==> config.mk <==
export PLATFORM = sky130hd
export DESIGN_NAME = hact_acc_array
export DESIGN_NICKNAME = d
export VERILOG_FILES = /design/src/rtl/hact_pkg.sv /design/src/rtl/hact_lane.sv /design/src/rtl/hact_acc_array.sv
export SDC_FILE = /design/constraint.sdc
export NUM_CORES = 1
export LEC_CHECK = 0
export BUFFER_PORTS_ARGS = -buffer_cell sky130_fd_sc_hd__buf_2
export CORE_ASPECT_RATIO = 2
export CORE_MARGIN = 2
export CORE_UTILIZATION = 55
export CTS_BUF_LIST = sky130_fd_sc_hd__clkbuf_4
export DETAILED_ROUTE_END_ITERATION = 16
export PLACE_DENSITY = 0.78
export SLEW_MARGIN = 20
export SYNTH_ARGS = -nofsm -noshare
export SYNTH_HDL_FRONTEND = slang
export SYNTH_HIERARCHICAL = 1
export SYNTH_SLANG_ARGS = --single-unit
export TNS_END_PERCENT = 30
==> constraint.sdc <==
create_clock -name clk -period 6.5 [get_ports clk]
set_input_delay 0.975 -clock clk [delete_from_list [all_inputs] [get_ports clk]]
set_output_delay 0.975 -clock clk [all_outputs]
set_load 0.03 [all_outputs]
==> src/rtl/hact_pkg.sv <==
// Shared types and sizing helpers for the accumulate-and-activate array.
package hact_pkg;

  typedef enum logic {
    HARDTANH = 1'b0,
    RELU     = 1'b1
  } act_mode_e;

  // Sized so that ADIM beats of all-ones can never overflow.
  function automatic int awid_f(input int iwid, input int adim);
    return iwid + $clog2(adim) + 1;
  endfunction

  function automatic int zero_point_f(input int iwid, input int adim);
    return adim * (1 << (iwid - 1));
  endfunction

endpackage

==> src/rtl/hact_lane.sv <==
// One channel: frame accumulator, centring/shift, activation and output code register.
module hact_lane
  import hact_pkg::*;
#(
  parameter int IWID = 4,
  parameter int ADIM = 4,
  parameter int OWID = 4,
  parameter int SHFT = 0
) (
  input  logic            clk,
  input  logic            rst,
  input  logic            i_accept,
  input  logic            i_first,
  input  logic            i_last,
  input  act_mode_e       i_mode,
  input  logic [IWID-1:0] i_beat,
  output logic [OWID-1:0] o_code
);

  localparam int AWID = awid_f(IWID, ADIM);
  localparam int ZP   = zero_point_f(IWID, ADIM);
  // Signed working width wide enough for both the centred sum and the output limits.
  localparam int VW   = (AWID + 1 > OWID + 1) ? AWID + 1 : OWID + 1;

  localparam logic signed [VW-1:0] ZP_S   = VW'(ZP);
  localparam logic signed [VW-1:0] V_HI   = VW'((1 << (OWID - 1)) - 1);
  localparam logic signed [VW-1:0] V_LO   = VW'(-(1 << (OWID - 1)));
  localparam logic signed [VW-1:0] V_ZERO = '0;
  localparam logic [OWID-1:0]      C_MID  = OWID'(1 << (OWID - 1));

  logic [AWID-1:0]        r_acc;
  logic [AWID-1:0]        w_sum;
  logic signed [VW-1:0]   w_cent;
  logic signed [VW-1:0]   w_v;
  logic [OWID-1:0]        w_off;
  logic [OWID-1:0]        w_code;

  assign w_sum  = (i_first ? '0 : r_acc) + AWID'(i_beat);
  assign w_cent = $signed(VW'(w_sum)) - ZP_S;
  assign w_v    = w_cent >>> SHFT;
  assign w_off  = w_v[OWID-1:0] + C_MID;

  always_comb begin
    w_code = w_off;
    if (i_mode == HARDTANH) begin
      if (w_v >= V_HI)      w_code = '1;
      else if (w_v <= V_LO) w_code = '0;
    end else begin
      if (w_v <= V_ZERO)    w_code = C_MID;
      else if (w_v >= V_HI) w_code = '1;
    end
  end

  always_ff @(posedge clk) begin
    if (rst) begin
      r_acc  <= '0;
      o_code <= '0;
    end else if (i_accept) begin
      r_acc <= i_last ? '0 : w_sum;
      if (i_last) o_code <= w_code;
    end
  end

endmodule

==> src/rtl/hact_acc_array.sv <==
// IDIM-channel beat accumulator with per-frame hardtanh/ReLU activation and a one-deep output stage.
module hact_acc_array
  import hact_pkg::*;
#(
  parameter int IDIM = 4,
  parameter int IWID = 4,
  parameter int ADIM = 4,
  parameter int OWID = 4,
  parameter int SHFT = 0
) (
  input  logic            clk,
  input  logic            rst,
  input  logic            act_mode,
  input  logic            in_valid,
  output logic            in_ready,
  input  logic [IWID-1:0] in_data  [IDIM],
  output logic            out_valid,
  input  logic            out_ready,
  output logic [OWID-1:0] out_data [IDIM]
);

  localparam int             CW       = $clog2(ADIM);
  localparam logic [CW-1:0]  CNT_LAST = CW'(ADIM - 1);

  logic [CW-1:0] r_cnt;
  act_mode_e     r_mode;
  logic          r_out_valid;

  logic          w_accept;
  logic          w_first;
  logic          w_last;
  act_mode_e     w_mode;

  assign w_first  = (r_cnt == '0);
  assign w_last   = (r_cnt == CNT_LAST);
  // Only the last beat of a frame needs the output slot, so only it can stall.
  assign in_ready = !(w_last && r_out_valid && !out_ready);
  assign w_accept = in_valid && in_ready;
  assign w_mode   = w_first ? act_mode_e'(act_mode) : r_mode;

  assign out_valid = r_out_valid;

  always_ff @(posedge clk) begin
    if (rst) begin
      r_cnt       <= '0;
      r_mode      <= HARDTANH;
      r_out_valid <= 1'b0;
    end else begin
      if (w_accept) begin
        r_cnt <= w_last ? '0 : r_cnt + CW'(1);
        if (w_first) r_mode <= act_mode_e'(act_mode);
      end
      if (w_accept && w_last) r_out_valid <= 1'b1;
      else if (out_ready)     r_out_valid <= 1'b0;
    end
  end

  for (genvar g = 0; g < IDIM; g++) begin : g_lane
    hact_lane #(
      .IWID(IWID),
      .ADIM(ADIM),
      .OWID(OWID),
      .SHFT(SHFT)
    ) u_lane (
      .clk     (clk),
      .rst     (rst),
      .i_accept(w_accept),
      .i_first (w_first),
      .i_last  (w_last),
      .i_mode  (w_mode),
      .i_beat  (in_data[g]),
      .o_code  (out_data[g])
    );
  end

endmodule

==> flow_summary.json, run 1 <==
{
  "status": "completed",
  "cp_top_family": "compound AO/OA/AOI/OAI gates",
  "cts_max_path_buffers": 2,
  "place_hpwl_mm": 5.50,
  "worstRegToRegCells": 15,
  "ys_types": 40,
  "yosysWarningCount": 6,
  "cts_tree": "yes",
  "drive_above_1_share_pct": 20.4,
  "ant_nets": 0,
  "chipHeight_um": 116,
  "coreArea_um2": 6060,
  "overflow": 0,
  "utilization_pct": 62.7,
  "cts_resized": 0,
  "synth-seq-cells": 48,
  "async_reset_ff_share_pct": 0,
  "ys_seq_area_share_pct": 27.8,
  "cts_max_level": 2,
  "final.min_clock_period_ns": 3.92,
  "die_area_um2": 6970,
  "slowest_stage": "mux2i_1",
  "insertion_delay_ns": 0.37,
  "max_stage_delay_ns": 0.46,
  "min_period_over_period_pct": 60.3,
  "netlist_top_cells_area": "dfxtp_1, ha_1, a21oi_1",
  "combPwrFrac_pct": 22.0,
  "internal_power_uw": 432,
  "grt.total_usage_pct": 23.4,
  "setup_viol": 0,
  "ys_top_cells_by_count": "nor2_1, dfxtp_1, a21oi_1, nand2_1, nor3_1",
  "crit_top_cell": "ha_1",
  "grt_max_degree": 52,
  "cts_buffers": 5,
  "syn-cell-area_um2": 3450,
  "cts_setup_buffers": 0,
  "path_class": "register to register",
  "fp-row-count": 40,
  "root_buffer": "clkbuf_4",
  "dp_cells": 533,
  "worstMarginPinSlew_ns": 0.972,
  "via_count": 3164,
  "rsz0062_at_grt": "no",
  "cts.sink_count": 48,
  "cp_max_fo": 37,
  "drt_wl_total_mm": 7.60,
  "fin_nets": 503,
  "power.clock.fraction_pct": 28.3,
  "yosysMostFrequentCell": "nor2_1",
  "first_global_vias": 3079,
  "critPathBufInv": 3,
  "hold_viol": 0,
  "critPathRequiredTime_ns": 6.79,
  "cts.reportedPaths.clkPinSlew_ns": 0.14,
  "wl_per_cell_um": 14.0,
  "fin_cells": 541,
  "end_kind": "register",
  "hold_path_class": "register to register",
  "fin_setup_tns_ns": 0,
  "ios": 39,
  "seqPwrFrac_pct": 49.7,
  "drt_iter0_drc": 107,
  "cp.depth": 15,
  "syn2layout_area_growth_pct": 9.85,
  "p_leak_nw": 1.51,
  "synth_nets": 468,
  "max_freq_mhz": 255,
  "syn_inst": 421,
  "maxSlewViolCount": 0,
  "grt_pass1_wl_mm": 12.9,
  "finalClockSkew_ns": 0.0108,
  "irDropWorstVdd_mv": 0.141,
  "synth_top_area_share_pct": 27.8,
  "globalplace.congestion": 0.841,
  "power_density_nw_per_um2": 164,
  "synth_largest_area_cell": "dfxtp_1",
  "finalPower_uw": 624,
  "cap_violations": 0,
  "sw_frac_of_total_pct": 30.7,
  "critPathArrivalTime_ns": 4.21,
  "hold_buffers": 0,
  "numPortBuffers": 38,
  "syn_avg_cell_area_um2": 8.21,
  "synthFlopType": "dfxtp_1",
  "synth_edf_count": 0,
  "antenna_cells": 0,
  "drc": 0,
  "max_slew_margin_pct": 35.2,
  "antenna_found_initial": 0,
  "drt-pass1-iter-count": 4,
  "start_util_pct": 57.0,
  "net-switching-power_uw": 192,
  "viasPerCell": 5.85,
  "worstPathCellList": "inv_1 > ha_1 > buf_4 > nor2b_1 > ha_1 > inv_1 > fa_1 > nand2b_1 > a211oi_1 > mux2i_1 > ha_1 > or2b_2 > o311ai_2 > o211ai_2 > a221oi_2",
  "worstSetupStartpointType": "register",
  "fp.dieW_um": 60.0,
  "whs_path_depth": 2
}
==> worst paths after layout <==
kind / from / to / slack [ns]
max: r_cnt[0]$_SDFFE_PP0P_ / g_lane[3].u_lane/o_code[1]$_SDFFE_PP0P_ / 2.58
min: g_lane[3].u_lane/o_code[2]$_SDFFE_PP0P_ / g_lane[3].u_lane/o_code[2]$_SDFFE_PP0P_ / 0.46
max reg2reg: r_cnt[0]$_SDFFE_PP0P_ / g_lane[3].u_lane/o_code[1]$_SDFFE_PP0P_ / 2.58
min reg2reg: g_lane[3].u_lane/o_code[2]$_SDFFE_PP0P_ / g_lane[3].u_lane/o_code[2]$_SDFFE_PP0P_ / 0.46
==> per-stage QoR <==
stage | hold slack [ns] | area [µm²] | setup WS (ns)
3_5_place_dp | 0.447 | 3720 | 2.59
3_3_place_gp | 0.441 | 3720 | 2.70
4_1_cts | 0.466 | 3790 | 2.61
5_1_grt | 0.492 | 3790 | 2.26
2_1_floorplan | 0.446 | 3450 | 2.88
6_report | 0.465 | 3790 | 2.58
==> registers in the layout, indices dropped and copies added, names as in the netlist <==
| name | cells |
|---|---|
| r_mode | 1 |
| g_lane.u_lane/o_code | 16 |
| g_lane.u_lane/r_acc | 28 |
| out_valid | 1 |
| r_cnt | 2 |
==> power groups by stage <==
stage	logic [mW]	registers, mW	clock network, mW
floorplan	0.101	0.316	0
global placement	0.132	0.316	0
detailed placement	0.135	0.316	0
CTS	0.137	0.310	0.184
global route	0.152	0.311	0.192
finish	0.137	0.310	0.177
==> cell type report <==
cell class	count	area, µm²
Multi-Input combinational cell	335	2350
Fill cell	536	2260
Sequential cell	48	961
Timing Repair Buffer	40	205
Tap cell	84	105
Inverter	26	97.6
Clock buffer	5	37.5
Clock inverter	3	37.5
==> metal layers <==
metal | share of wire, % | track usage, % | wire [µm]
met5 | 0 | 0 | 0
met4 | 3.2 | 12.4 | 243
met3 | 2.6 | 3.35 | 198
met2 | 54 | 42.8 | 4130
met1 | 40 | 24.6 | 3020
==> cell usage in the layout, fill, tap and decap left out, types with 5 or more instances in the layout <==
| cell | count |
|---|---|
| nor3_1 | 28 |
| buf_2 | 38 |
| inv_1 | 26 |
| nand2b_1 | 10 |
| and2_1 | 8 |
| dfxtp_1 | 48 |
| nor2b_1 | 20 |
| nand3_1 | 12 |
| nand2_1 | 33 |
| mux2_2 | 5 |
| a221oi_2 | 8 |
| nor2_1 | 56 |
| ha_1 | 22 |
| clkbuf_4 | 5 |
| a21oi_1 | 45 |
==> worst min-delay path, delay by kind of cell (launching register included) <==
kind	cells	cell delay, ns
AND/OR/NAND/NOR	1	0.05
flip-flops	1	0.33
AO/OA/AOI/OAI	1	0.05
==> logic make-up (layout without fill, tap and decap cells) <==
logic type,Yosys count,in the layout,synth area share (%)
AO/OA/AOI/OAI,88,88,20.6
XOR/XNOR,12,12,3.91
adder cells (fa/ha/maj),26,26,10.3
buffers and inverters,38,74,4.13
flip-flops,48,48,27.8
multiplexers,13,13,4.38
AND/OR/NAND/NOR,196,196,28.9
Note: power is estimated with default switching activity, not from simulation.
==> inputs of run 2 (changes only) <==
Clock period 6.5 ns to 3.9 ns, I/O delays scaled along.
==> flow_summary.json, run 2 (same netlist as run 1, synthesis figures left out) <==
{
  "status": "completed",
  "fin_nets": 509,
  "regMostFlops": "g_lane.u_lane/r_acc",
  "via_count": 3135,
  "utilization_pct": 63.8,
  "wl_per_cell_um": 14.1,
  "slowest_stage": "fa_1",
  "cts_tree": "yes",
  "max_freq_mhz": 274,
  "ant_nets": 0,
  "max_stage_delay_ns": 0.38,
  "grt.total_usage_pct": 24.0,
  "cts_buffers": 5,
  "fp.dieW_um": 60.0,
  "rr_startpoint": "r_cnt[0]$_SDFFE_PP0P_",
  "start_util_pct": 57.0,
  "hold_slack_ns": 0.462,
  "numPortBuffers": 38,
  "hold_end": "out_valid$_SDFFE_PP0P_",
  "r2r_slack_ns": 0.25,
  "die_area_um2": 6970,
  "coreArea_um2": 6060,
  "critPathArrivalTime_ns": 3.95,
  "grt_max_degree": 52,
  "hold_buffers": 0,
  "antenna_cells": 0,
  "ios": 39,
  "cts.reportedPaths.clkPinSlew_ns": 0.15,
  "whs_path_depth": 3,
  "chipHeight_um": 116,
  "cap_violations": 0,
  "hold_path_class": "primary input to register",
  "r2r-end": "g_lane[0].u_lane/o_code[1]$_SDFFE_PP0P_",
  "place_ws_ns": 0.276,
  "antenna_found_initial": 0,
  "syn2layout_area_growth_pct": 11.8,
  "overflow": 0,
  "worstRegToRegCells": 15,
  "drc": 0,
  "grt_pass1_wl_mm": 13.0,
  "p_leak_nw": 1.54,
  "critPathRequiredTime_ns": 4.21,
  "layout_common_cells": "nor2_1, dfxtp_1, a21oi_1",
  "final.min_clock_period_ns": 3.65,
  "globalplace.congestion": 0.837,
  "combPwrFrac_pct": 22.3,
  "fp-row-count": 40,
  "cts_max_level": 2,
  "worstPathCellList": "inv_1 > ha_1 > buf_4 > nor2b_1 > ha_1 > inv_1 > fa_1 > nand2b_1 > a211oi_1 > mux2i_1 > ha_1 > or2b_2 > o311ai_2 > o211ai_2 > a221oi_2",
  "placed_cell_area_um2": 3780,
  "seqPwrFrac_pct": 48.9,
  "fin_setup_tns_ns": 0,
  "sw_frac_of_total_pct": 31.0,
  "largest_reg_flops": 28,
  "worstMarginPinSlew_ns": 0.981,
  "postLayoutCellArea_um2": 3860,
  "cts_max_path_buffers": 2,
  "hold_start": "out_ready",
  "finalWorstSetupSlack_ns": 0.251,
  "place_hpwl_mm": 5.72,
  "min_period_over_period_pct": 93.6,
  "irDropWorstVdd_mv": 0.248,
  "finalPower_mw": 1.06,
  "maxSlewViolCount": 0,
  "fin_cells": 547,
  "rsz0062_at_grt": "no",
  "drt_wl_total_mm": 7.70,
  "num-fill-cells": 552,
  "startpoint": "r_cnt[0]$_SDFFE_PP0P_",
  "root_buffer": "clkbuf_4",
  "drt-pass1-iter-count": 4,
  "insertion_delay_ns": 0.38,
  "worstSetupStartpointType": "register",
  "first_global_vias": 3105,
  "setup_viol": 0,
  "final_common_cell": "nor2_1",
  "net-switching-power_uw": 327,
  "top_regs": "g_lane.u_lane/r_acc (28), g_lane.u_lane/o_code (16), r_cnt (2)",
  "cp_max_fo": 19,
  "viasPerCell": 5.73,
  "crit_top_cell": "ha_1",
  "power.clock.fraction_pct": 28.8,
  "path_class": "register to register",
  "hold_viol": 0,
  "power_density_nw_per_um2": 273,
  "cts.sink_count": 48,
  "max_slew_margin_pct": 34.6,
  "end_kind": "register",
  "internal_power_uw": 729,
  "drt_iter0_drc": 111,
  "finalClockSkew_ns": 0.0124,
  "drive_above_1_share_pct": 21.8,
  "dp_cells": 539
}
## run 2: area by class of cell
type / count / area [µm²] / area share, %
clock buffer: 5 / 37.5 / 0.972
multi-input combinational: 335 / 2360 / 61.0
sequential: 48 / 961 / 24.9
clock inverter: 3 / 42.5 / 1.10
inverter: 26 / 97.6 / 2.53
timing repair buffer: 46 / 263 / 6.80
tap: 84 / 105 / 2.72
## run 2: worst max-delay path by stage
stage | endpoint | slack (ns)
final | g_lane[0].u_lane/o_code[1]$_SDFFE_PP0P_ | 0.25
after global routing | g_lane[0].u_lane/o_code[1]$_SDFFE_PP0P_ | 0.02
after CTS | g_lane[0].u_lane/o_code[1]$_SDFFE_PP0P_ | 0.25
after detailed placement | g_lane[2].u_lane/o_code[1]$_SDFFE_PP0P_ | 0.28
after global placement | g_lane[0].u_lane/o_code[1]$_SDFFE_PP0P_ | 0.41
after floorplan | g_lane[0].u_lane/o_code[1]$_SDFFE_PP0P_ | 0.28
## run 2: worst max-delay path: cells and delay by family, from the launching register on
family / cells / cell delay (ns)
buf+inv: 3 / 0.34
flops: 1 / 0.37
fa+ha+maj: 4 / 0.98
mux: 1 / 0.30
compound gates: 4 / 0.96
simple gates: 3 / 0.63
## run 2: power by group through the flow
stage | registers [mW] | logic, mW | clock network (mW)
2_1_floorplan | 0.527 | 0.169 | 0
3_3_place_gp | 0.526 | 0.226 | 0
3_5_place_dp | 0.527 | 0.232 | 0
4_1_cts | 0.517 | 0.234 | 0.315
5_1_grt | 0.518 | 0.260 | 0.333
6_report | 0.516 | 0.235 | 0.304
## run 2: what timing repair did
item,in CTS,in global routing
resized for setup,0,1
setup endpoints to repair,0,1
buffers inserted,0,0
## run 2: layer usage
metal	wire [µm]	GRT usage, %	vias to the layer above
met1	3030	25.5	1499
li1	-	-	1560
met4	189	11.7	0
met5	0	0	-
met2	4260	43.8	57
met3	211	3.68	19
==> inputs of run 3 (changes only) <==
Settings changed: RECOVER_POWER set to 25.
==> flow_summary.json, run 3 (same netlist as run 1, synthesis figures left out) <==
{
  "overflow": 0,
  "globalplace.congestion": 0.837,
  "syn2layout_area_growth_pct": 11.2,
  "grt_busiest_layer": "met2",
  "power_density_nw_per_um2": 275,
  "hold_path_class": "primary input to register",
  "drive_above_1_share_pct": 18.6,
  "finalClockSkew_ns": 0.0124,
  "drt_iter0_drc": 111,
  "max_slew_margin_pct": -11.5,
  "setup_viol": 0,
  "coreArea_um2": 6060,
  "maxSlewViolCount": 39,
  "top_regs": "g_lane.u_lane/r_acc (28), g_lane.u_lane/o_code (16), r_cnt (2)",
  "grt_max_degree": 52,
  "irDropWorstVdd_mv": 0.248,
  "start_util_pct": 57.0,
  "worstSetupStartpointType": "register",
  "ios": 39,
  "end_kind": "register",
  "insertion_delay_ns": 0.38,
  "wl_per_cell_um": 14.1,
  "cts_tree": "yes",
  "cts_buffers": 5,
  "cts_max_path_buffers": 2,
  "status": "finished, violations left",
  "cap_violations": 1,
  "first_global_vias": 3105,
  "cts_setup_buffers": 0,
  "hold_viol": 0,
  "fp.dieW_um": 60.0,
  "antenna_found_initial": 0,
  "combPwrFrac_pct": 22.2,
  "via_count": 3123,
  "cts.reportedPaths.clkPinSlew_ns": 0.15,
  "grt_pass1_wl_mm": 13.0,
  "fin_nets": 509,
  "worstMarginPinSlew_ns": 1.67,
  "p_leak_nw": 1.47,
  "fp-row-count": 40,
  "antenna_cells": 0,
  "finalPower_mw": 1.06,
  "root_buffer": "clkbuf_4",
  "grtUsageMet3_pct": 3.68,
  "cp_max_fo": 19,
  "internal_power_uw": 728,
  "numPortBuffers": 38,
  "chipHeight_um": 116,
  "placed_cell_area_um2": 3780,
  "max_freq_mhz": 274,
  "regMostFlops": "g_lane.u_lane/r_acc",
  "grt_use_met2_pct": 43.8,
  "violations": "max-capacitance violations, max-slew violations",
  "layout_common_cells": "nor2_1, dfxtp_1, a21oi_1",
  "power.clock.fraction_pct": 28.9,
  "final.min_clock_period_ns": 3.64,
  "met1_usage_pct": 25.5,
  "seqPwrFrac_pct": 48.9,
  "path_class": "register to register",
  "drc": 0,
  "place_hpwl_mm": 5.72,
  "fin_setup_tns_ns": 0,
  "min_period_over_period_pct": 93.5,
  "critPathArrivalTime_ns": 3.95,
  "cts_max_level": 2,
  "critPathRequiredTime_ns": 4.21,
  "die_area_um2": 6970,
  "viasPerCell": 5.71,
  "ant_nets": 0,
  "largest_reg_flops": 28,
  "grt.total_usage_pct": 24.0,
  "net-switching-power_uw": 328,
  "postLayoutCellArea_um2": 3840,
  "cts.sink_count": 48,
  "drt_wl_total_mm": 7.71,
  "sw_frac_of_total_pct": 31.1,
  "rsz0062_at_grt": "no",
  "drt-pass1-iter-count": 4,
  "final_common_cell": "nor2_1"
}
[run 3: cell count changes in the layout (fill, tap and decap cells not counted)]
| cell | before | now |
|---|---|---|
| clkbuf_1 | 0 | 15 |
| buf_2 | 38 | 24 |
| buf_4 | 7 | 6 |
[run 3: layout make-up]
type,instances,area (µm²)
Clock buffer,5,37.5
Clock inverter,3,42.5
Fill cell,557,2210
Inverter,26,97.6
Multi-Input combinational cell,335,2360
Sequential cell,48,961
Tap cell,84,105
Timing Repair Buffer,46,241
[run 3: worst paths after layout]
| kind | cells past startpoint | from | slack, ns | to |
|---|---|---|---|---|
| min reg2reg | 2 | g_lane[2].u_lane/o_code[2]$_SDFFE_PP0P_ | 0.47 | g_lane[2].u_lane/o_code[2]$_SDFFE_PP0P_ |
| min | 3 | out_ready | 0.46 | out_valid$_SDFFE_PP0P_ |
| max | 15 | r_cnt[0]$_SDFFE_PP0P_ | 0.26 | g_lane[0].u_lane/o_code[1]$_SDFFE_PP0P_ |
| max reg2reg | 15 | r_cnt[0]$_SDFFE_PP0P_ | 0.26 | g_lane[0].u_lane/o_code[1]$_SDFFE_PP0P_ |
[run 3: per-stage QoR]
stage	std cells	utilization (%)	hold WS (ns)	setup slack, ns
2_1_floorplan	421	-	0.446	0.284
3_3_place_gp	539	62.4	0.440	0.415
3_5_place_dp	539	62.4	0.448	0.276
4_1_cts	547	63.7	0.452	0.253
5_1_grt	547	63.4	0.467	0.0237
6_report	547	63.4	0.459	0.255
[run 3: worst max-delay path, stage by stage (launching register included)]
cell	delay, ns
dfxtp_1	0.37
inv_1	0.06
ha_1	0.24
buf_4	0.22
nor2b_1	0.14
ha_1	0.19
inv_1	0.06
fa_1	0.38
nand2b_1	0.18
a211oi_1	0.26
mux2i_1	0.29
ha_1	0.17
or2b_2	0.31
o311ai_2	0.26
o211ai_2	0.17
a221oi_2	0.27
[run 3: what timing repair did]
item | in CTS | in global routing
setup endpoints to repair | 0 | 1
hold buffers | 0 | 0
resized for setup | 0 | 1
[run 3: metal layers]
| layer | routed length, µm | part of all wire, % |
|---|---|---|
| met1 | 3060 | 40 |
| met2 | 4260 | 55 |
| met3 | 195 | 2.5 |
| met4 | 191 | 2.5 |
| met5 | 0 | 0 |
[run 3: power by group through the flow]
stage | registers [mW] | logic (mW) | clock network, mW
after floorplan | 0.527 | 0.169 | 0
after global placement | 0.526 | 0.226 | 0
after detailed placement | 0.527 | 0.232 | 0
after CTS | 0.517 | 0.234 | 0.315
after global routing | 0.518 | 0.260 | 0.333
final | 0.516 | 0.235 | 0.305
